==> config.mk <==
export PLATFORM = sky130hd
export DESIGN_NAME = compressor_4_2_tree_pipe
export DESIGN_NICKNAME = d
export VERILOG_FILES = /design/src/rtl/compressor_4_2_tree_pipe.sv
export SDC_FILE = /design/constraint.sdc
export NUM_CORES = 1
export LEC_CHECK = 0
export CORE_MARGIN = 1
export CORE_UTILIZATION = 43
export CTS_BUF_LIST = sky130_fd_sc_hd__clkbuf_8
export DETAILED_ROUTE_END_ITERATION = 10
export PLACE_DENSITY = 0.87
export SLEW_MARGIN = 5
export SYNTH_ARGS = -nofsm -noshare
export SYNTH_HDL_FRONTEND = slang
export SYNTH_SLANG_ARGS = --single-unit
==> constraint.sdc <==
create_clock -name sys_clk -period 1.6 [get_ports sys_clk]
set_input_delay 0.16 -clock sys_clk [delete_from_list [all_inputs] [get_ports sys_clk]]
set_output_delay 0.16 -clock sys_clk [all_outputs]
set_load 0.005 [all_outputs]
==> src/rtl/compressor_4_2_tree_pipe.sv <==
// Pipelined 4:2 compressor tree reducing N_OPS (4, 8 or 16) unsigned WIDTH-bit operands to a
// redundant (sum_o, carry_o) pair; one register stage per layer, valid/ready with bubble collapsing.
module compressor_4_2_tree_pipe #(
    parameter int WIDTH = 16,
    parameter int N_OPS = 8
) (
    input  logic                           sys_clk,
    input  logic                           sys_rst_n,
    input  logic                           in_valid,
    output logic                           in_ready,
    input  logic [N_OPS*WIDTH-1:0]         in_ops,
    output logic                           out_valid,
    input  logic                           out_ready,
    output logic [WIDTH+$clog2(N_OPS)-1:0] sum_o,
    output logic [WIDTH+$clog2(N_OPS)-1:0] carry_o
);
    localparam int LOG_N  = $clog2(N_OPS);
    localparam int LAYERS = LOG_N - 1;
    localparam int OUT_W  = WIDTH + LOG_N;

    typedef logic [OUT_W-1:0] vec_t;

    // One row of 4:2 cells; returns {d, c<<1}. The co of bit i is the ci of bit i+1, so the
    // whole row is a shifted vector; the top co and top c fall off (modulo 2^OUT_W).
    function automatic logic [2*OUT_W-1:0] row_4_2(input vec_t i0, input vec_t i1,
                                                   input vec_t i2, input vec_t i3);
        vec_t s1, co, ci, d, c;
        s1 = i0 ^ i1 ^ i2;
        co = (i0 & i1) | (i0 & i2) | (i1 & i2);
        ci = co << 1;
        d  = s1 ^ i3 ^ ci;
        c  = (s1 & i3) | (s1 & ci) | (i3 & ci);
        return {d, c << 1};
    endfunction

    logic [LAYERS-1:0] v_q, v_d, rdy, up_v, load;

    // A stage is ready when it is empty or everything downstream of it can move.
    always_comb begin
        logic r;
        rdy = '0;
        // NOTE: blocking '=' is correct here: r is a running combinational value, not state.
        r = out_ready;
        for (int k = LAYERS - 1; k >= 0; k--) begin
            r      = !v_q[k] || r;
            rdy[k] = r;
        end
    end

    always_comb begin
        up_v = LAYERS'({v_q, in_valid});
        load = up_v & rdy;
        v_d  = (up_v & rdy) | (v_q & ~rdy);
    end

    // NOTE: state registers use non-blocking '<=' so every flop samples pre-edge values.
    always_ff @(posedge sys_clk or negedge sys_rst_n) begin
        if (!sys_rst_n) v_q <= '0;
        else            v_q <= v_d;
    end

    assign in_ready  = rdy[0];
    assign out_valid = v_q[LAYERS-1];

    for (genvar j = 0; j < LAYERS; j++) begin : g_layer
        localparam int N_IN  = N_OPS >> j;
        localparam int N_OUT = N_IN / 2;

        vec_t in_vec [N_IN];
        vec_t data_d [N_OUT];
        vec_t data_q [N_OUT];

        if (j == 0) begin : g_src
            always_comb begin
                for (int k = 0; k < N_IN; k++) in_vec[k] = vec_t'(in_ops[k*WIDTH +: WIDTH]);
            end
        end else begin : g_src
            always_comb begin
                for (int k = 0; k < N_IN; k++) in_vec[k] = g_layer[j-1].data_q[k];
            end
        end

        // Vectors 4m..4m+3 feed cell row m, which produces vectors 2m (d) and 2m+1 (carry).
        always_comb begin
            for (int m = 0; m < N_OUT / 2; m++) begin
                {data_d[2*m], data_d[2*m+1]} = row_4_2(in_vec[4*m], in_vec[4*m+1],
                                                       in_vec[4*m+2], in_vec[4*m+3]);
            end
        end

        // NOTE: the data registers are reset too, so sum_o/carry_o read as zero out of reset.
        always_ff @(posedge sys_clk or negedge sys_rst_n) begin
            if (!sys_rst_n) begin
                for (int m = 0; m < N_OUT; m++) data_q[m] <= '0;
            end else if (load[j]) begin
                for (int m = 0; m < N_OUT; m++) data_q[m] <= data_d[m];
            end
        end
    end

    assign sum_o   = g_layer[LAYERS-1].data_q[0];
    assign carry_o = g_layer[LAYERS-1].data_q[1];

endmodule

; After elaboration in Yosys (flattened, before gate mapping)
; Cells that the tools add are included.
[word_totals]
memories = 0
word_cells = 57
rom_bits = 0
latch_bits = 0
regBits = 107
out_inout_bits = 40
in_bits = 132
mem_bits_rw = 0
[classes]
n_shift = 0
div = 0
mul = 0
eq_ne = 0
add_sub_neg = 0
n_lt_le_gt_ge = 0
bitwise = 46
reduce_logical = 4
n_mux = 0
[op_table]
columns = operator, n
row1 = 16-bit bitwise AND, 8
row2 = 16-bit bitwise XOR, 6
row3 = 18-bit OR, 4
row4 = 16-bit by 17-bit bitwise AND with 17-bit output, 4
row5 = 16-bit OR, 4
row6 = 18-bit bitwise AND, 3
row7 = 16-bit by 17-bit OR with 17-bit output, 2
row8 = 17-bit OR, 2
row9 = 16-bit by 17-bit bitwise XOR with 17-bit output, 2
row10 = 19-bit bitwise XOR, 1
row11 = 17-bit by 18-bit bitwise AND with 18-bit output, 1
row12 = 18-bit by 17-bit bitwise AND with 18-bit output, 1
row13 = 17-bit by 18-bit bitwise XOR with 18-bit output, 1
row14 = 18-bit by 17-bit bitwise XOR with 18-bit output, 1
row15 = 18-bit bitwise XOR, 1
row16 = 17-bit bitwise AND, 1
row17 = 2-bit bitwise AND, 2
row18 = 1-bit zero test, 2
row19 = 1-bit logical OR, 2
row20 = 2-bit inverter, 1
row21 = 2-bit OR, 1

; Depth between registers and ports, before layout
[logic_depth]
ltp_word = 6
ltp_mapped = 5
depth_no_buf = 5

; Worst setup path after synthesis
; OpenSTA, ideal clock, no wires.
[synth_path]
path_kind = register -> register
start = register g_layer[0].data_q[35] (netlist bit)
end = register g_layer[1].data_q, in the netlist sum_o[16]
setup_time_ps = 125
period_less_slack_ps = 1710
t_arrival_ps = 1585
path_stages_with_launch = 6
path_buffers = 0
t_required_ps = 1475
setup_slack_ps = -110
path_cell_list = dfrtp_1 -> inv_1 -> fa_1 -> inv_1 -> fa_1 -> mux2_2
[synth_rtl]
columns = element, line_no
row1 = from (decl), 71  ; vec_t data_q [N_OUT];
row2 = to (decl), 71

==> flow_summary_export.csv <==
group,metric,value,unit
routing,viasPerCell,4.736,
routing,routed_wl,12.42,mm
outcome,status,"finished, violations left",
timing,tns,-3.449,ns
yosys,yosysTopAreaCellShare,42.45,%
worst_setup_path,regToRegSetupSlack,-0.21,ns
pwr,vdd_ir_drop_max,592.3,µV
die,die_x,120.3,µm
worst_setup_path,reg2reg_depth,3,
yosys,synth_edf_count,0,
grt,grt_max_degree,43,
die,core_area,13450,µm²
worst_setup_path,path_class,"reg2reg",
yosys,synth_most_common_cell,"dfrtp_1",
final_layout,n_antenna_cell,0,
final_layout,nNetsFinal,776,
pwr,share_comb_of_total_power,48.4,%
hold_path,hold_class,"in2async",
timing,setup_viol,28,
yosys,syn_area,6013,µm²
timing,finalCritPeriodShare,113.2,%
yosys,ys_warn_count,0,
pwr,swShare,30.55,%
pwr,p_switching,3.363,mW
timing,fin_ws,-0.2119,ns
yosys,async_flop_share,100.0,%
worst_setup_path,cp.required,1.86,ns
grt,overflow,0,
yosys,yosysUniqueCellTypes,14,
routing,drc,0,
worst_setup_path,startpoint_type,"register",
yosys,yosys.area.top_type,"dfrtp_1",
routing,wl_per_cell,17.06,µm
timing,clock_skew,0.01046,ns
routing,drtAntennaViolNets,0,
timing,drv_slew,0,
grt,grt_pass1_vias,4117,
clock_tree,clkSinkCount,102,
clock_tree,clockBufferDepth,2,
worst_setup_path,crit_end,"sum_o[7]",
die,start_util,44.70,%
timing,hold_viol,0,
routing,drtPass1Iterations,4,
timing,min_period,1.812,ns
outcome,violations,"negative setup slack",
worst_setup_path,cp.buffers_inverters,0,
worst_setup_path,timing.rr.start,"g_layer[0].data_q[64]",
worst_setup_path,crit_path_start,"g_layer[0].data_q[64]",
timing,max_freq,0.5519,GHz
routing,drt-initial-drc-count,122,
worst_setup_path,cp.depth,3,
worst_setup_path,critical_path.max_stage_delay,0.59,ns
pwr,cellPowerDensity,1301,nW/µm²
placed_design,place.port_buffers,167,
worst_setup_path,crit_slowest_cell,"fa_2",
pwr,internal_power,7.644,mW
yosys,synth_commonest_cells,"dfrtp_1 (102), fa_1 (94), mux2_2 (59), mux2_4 (38), inv_1 (13)",
clock_tree,cts-root-buf,"clkbuf_8",
pwr,clockPowerShare,12.9,%
final_layout,syn_to_final_growth,40.70,%
worst_setup_path,crit_path_end_kind,"register",
worst_setup_path,rr_endpoint,"sum_o[7]",
yosys,synth_flop_cell,"dfrtp_1",
worst_setup_path,path_cells,"fa_2 -> fa_2 -> mux2_2",
clock_tree,ctsHtreeMaxLevel,3,
die,ios,172,
run,cap_violations,0,
yosys,synth_top_cells_by_area,"dfrtp_1 (42%), fa_1 (31%), mux2_2 (11%)",
placed_design,hpwl,9.591,mm
routing,via_count,3448,
yosys,syn_avg_cell_area,18.06,µm²
pwr,p_leak,3.815,nW
die,fp.dieH,120.3,µm
clock_tree,cts_buffers,9,
grt,grt_usage,18.78,%
placed_design,gp_congestion,0.7779,
timing,fin_worst_hold_slack,0.2174,ns
worst_setup_path,cp_top_family,"adder cells",
die,die-area,14460,µm²
pwr,power.share.sequential,38.7,%
worst_setup_path,worstPathArrival,2.08,ns
yosys,synth_cells,333,
yosys,synth-seq-cells,102,
yosys,ys_seq_area_share,42.45,%
clock_tree,cts_tree,"built",
clock_tree,insertion_delay,0.38,ns
final_layout,drive_gt1_share,34.06,%
worst_setup_path,path_common_cell,"fa_2",
grt,grt_pass1_wl,20.46,mm
die,fp-row-count,42,
worst_setup_path,path_max_fanout,2,
clock_tree,cts.clk_slew.worst_paths,0.09,ns
timing,rsz0062_at_grt,"yes",
grt,antenna_found_initial,0,
-- cells by family (layout without fill, tap and decap cells) --
group | count (synthesis) | after routing | share of synthesized area (%)
flip-flops | 102 | 102 | 42.45
multiplexers | 100 | 100 | 21.04
adder cells (fa/ha/maj) | 97 | 97 | 31.92
buffers and inverters | 27 | 243 | 3.600
AND/OR/NAND/NOR | 6 | 6 | 0.9364
other | 1 | 4 | 0.06236
-- metal layers --
metal  global-route usage (%)  vias to the layer above  share of wire, %
li1                         -                     1510                 -
met2                    33.48                      115                56
met1                    22.22                     1807                38
met4                    5.015                        0               1.7
met5                        0                        -                 0
met3                    5.283                       16               4.8
-- final cells by class --
class | instances | area, µm²
multi-input combinational | 207 | 3347
fill | 983 | 4992
inverter | 13 | 48.80
sequential | 102 | 2552
clock inverter | 6 | 23.77
timing repair buffer | 214 | 2131
clock buffer | 10 | 137.6
tap | 176 | 220.2
-- cells in the final DEF (no fill, tap or decap), drive strengths merged, types with 2 or more instances in the layout --
cell type and count:
buf 47, clkbuf 10, clkdlybuf4s50 134, conb 4, dfrtp 102, dlygate4sd2 13, dlymetal6s2s 19, fa 94
ha 3, inv 18, mux2 97, mux2i 3, nand2 2, nand2b 3
-- worst reg2reg max path: cells and delay by family, from the launching register on --
family | cells | cell delay, ns
flops | 1 | 0.41
fa+ha+maj | 2 | 1.02
mux | 1 | 0.27
-- per-stage QoR --
stage	instance area (µm²)	std cells	utilization, %	setup WS [ns]	power [mW]
6_report	8461	728	62.89	-0.2119	11.01
5_1_grt	8461	728	62.89	-0.2540	11.91
4_1_cts	8320	723	61.85	-0.1955	10.89
3_5_place_dp	8023	691	59.64	-0.4892	9.212
3_3_place_gp	8023	691	59.64	-0.4781	8.863
2_1_floorplan	6031	336	-	-0.09493	6.757
-- sequential cells by signal, summed over array words and instances, names as in the netlist, named ones only --
name            flops
g_layer.data_q     66
sum_o              18
carry_o            16
-- worst min path at each step --
stage / to / slack, ns / start / depth (start not counted)
floorplan: asynchronous set/reset pin / -0.14 / sys_rst_n / 0
global placement: g_layer[0].data_q[19] / 0.09 / sys_rst_n / 1
detailed placement: g_layer[0].data_q[20] / 0.09 / sys_rst_n / 1
CTS: g_layer[0].data_q[20] / 0.21 / sys_rst_n / 2
global route: g_layer[0].data_q[19] / 0.22 / sys_rst_n / 2
finish: g_layer[0].data_q[19] / 0.22 / sys_rst_n / 2
-- repair_timing --
action | CTS | global route
endpoints found under the setup margin | 40 | 49
pin swaps | 22 | 30
hold buffers | 1 | 0
hold endpoints to repair | 22 | 0
gates resized for setup | 29 | 39
buffers inserted | 15 | 5
-- power by group through the flow --
stage,clock (mW),combinational [mW],sequential (mW)
final,1.42,5.33,4.26
after global routing,1.57,5.94,4.39
after CTS,1.47,5.17,4.26
after detailed placement,0,4.92,4.30
after floorplan,0,2.61,4.15
after global placement,0,4.63,4.23
Power figures use the tool's default switching activity.
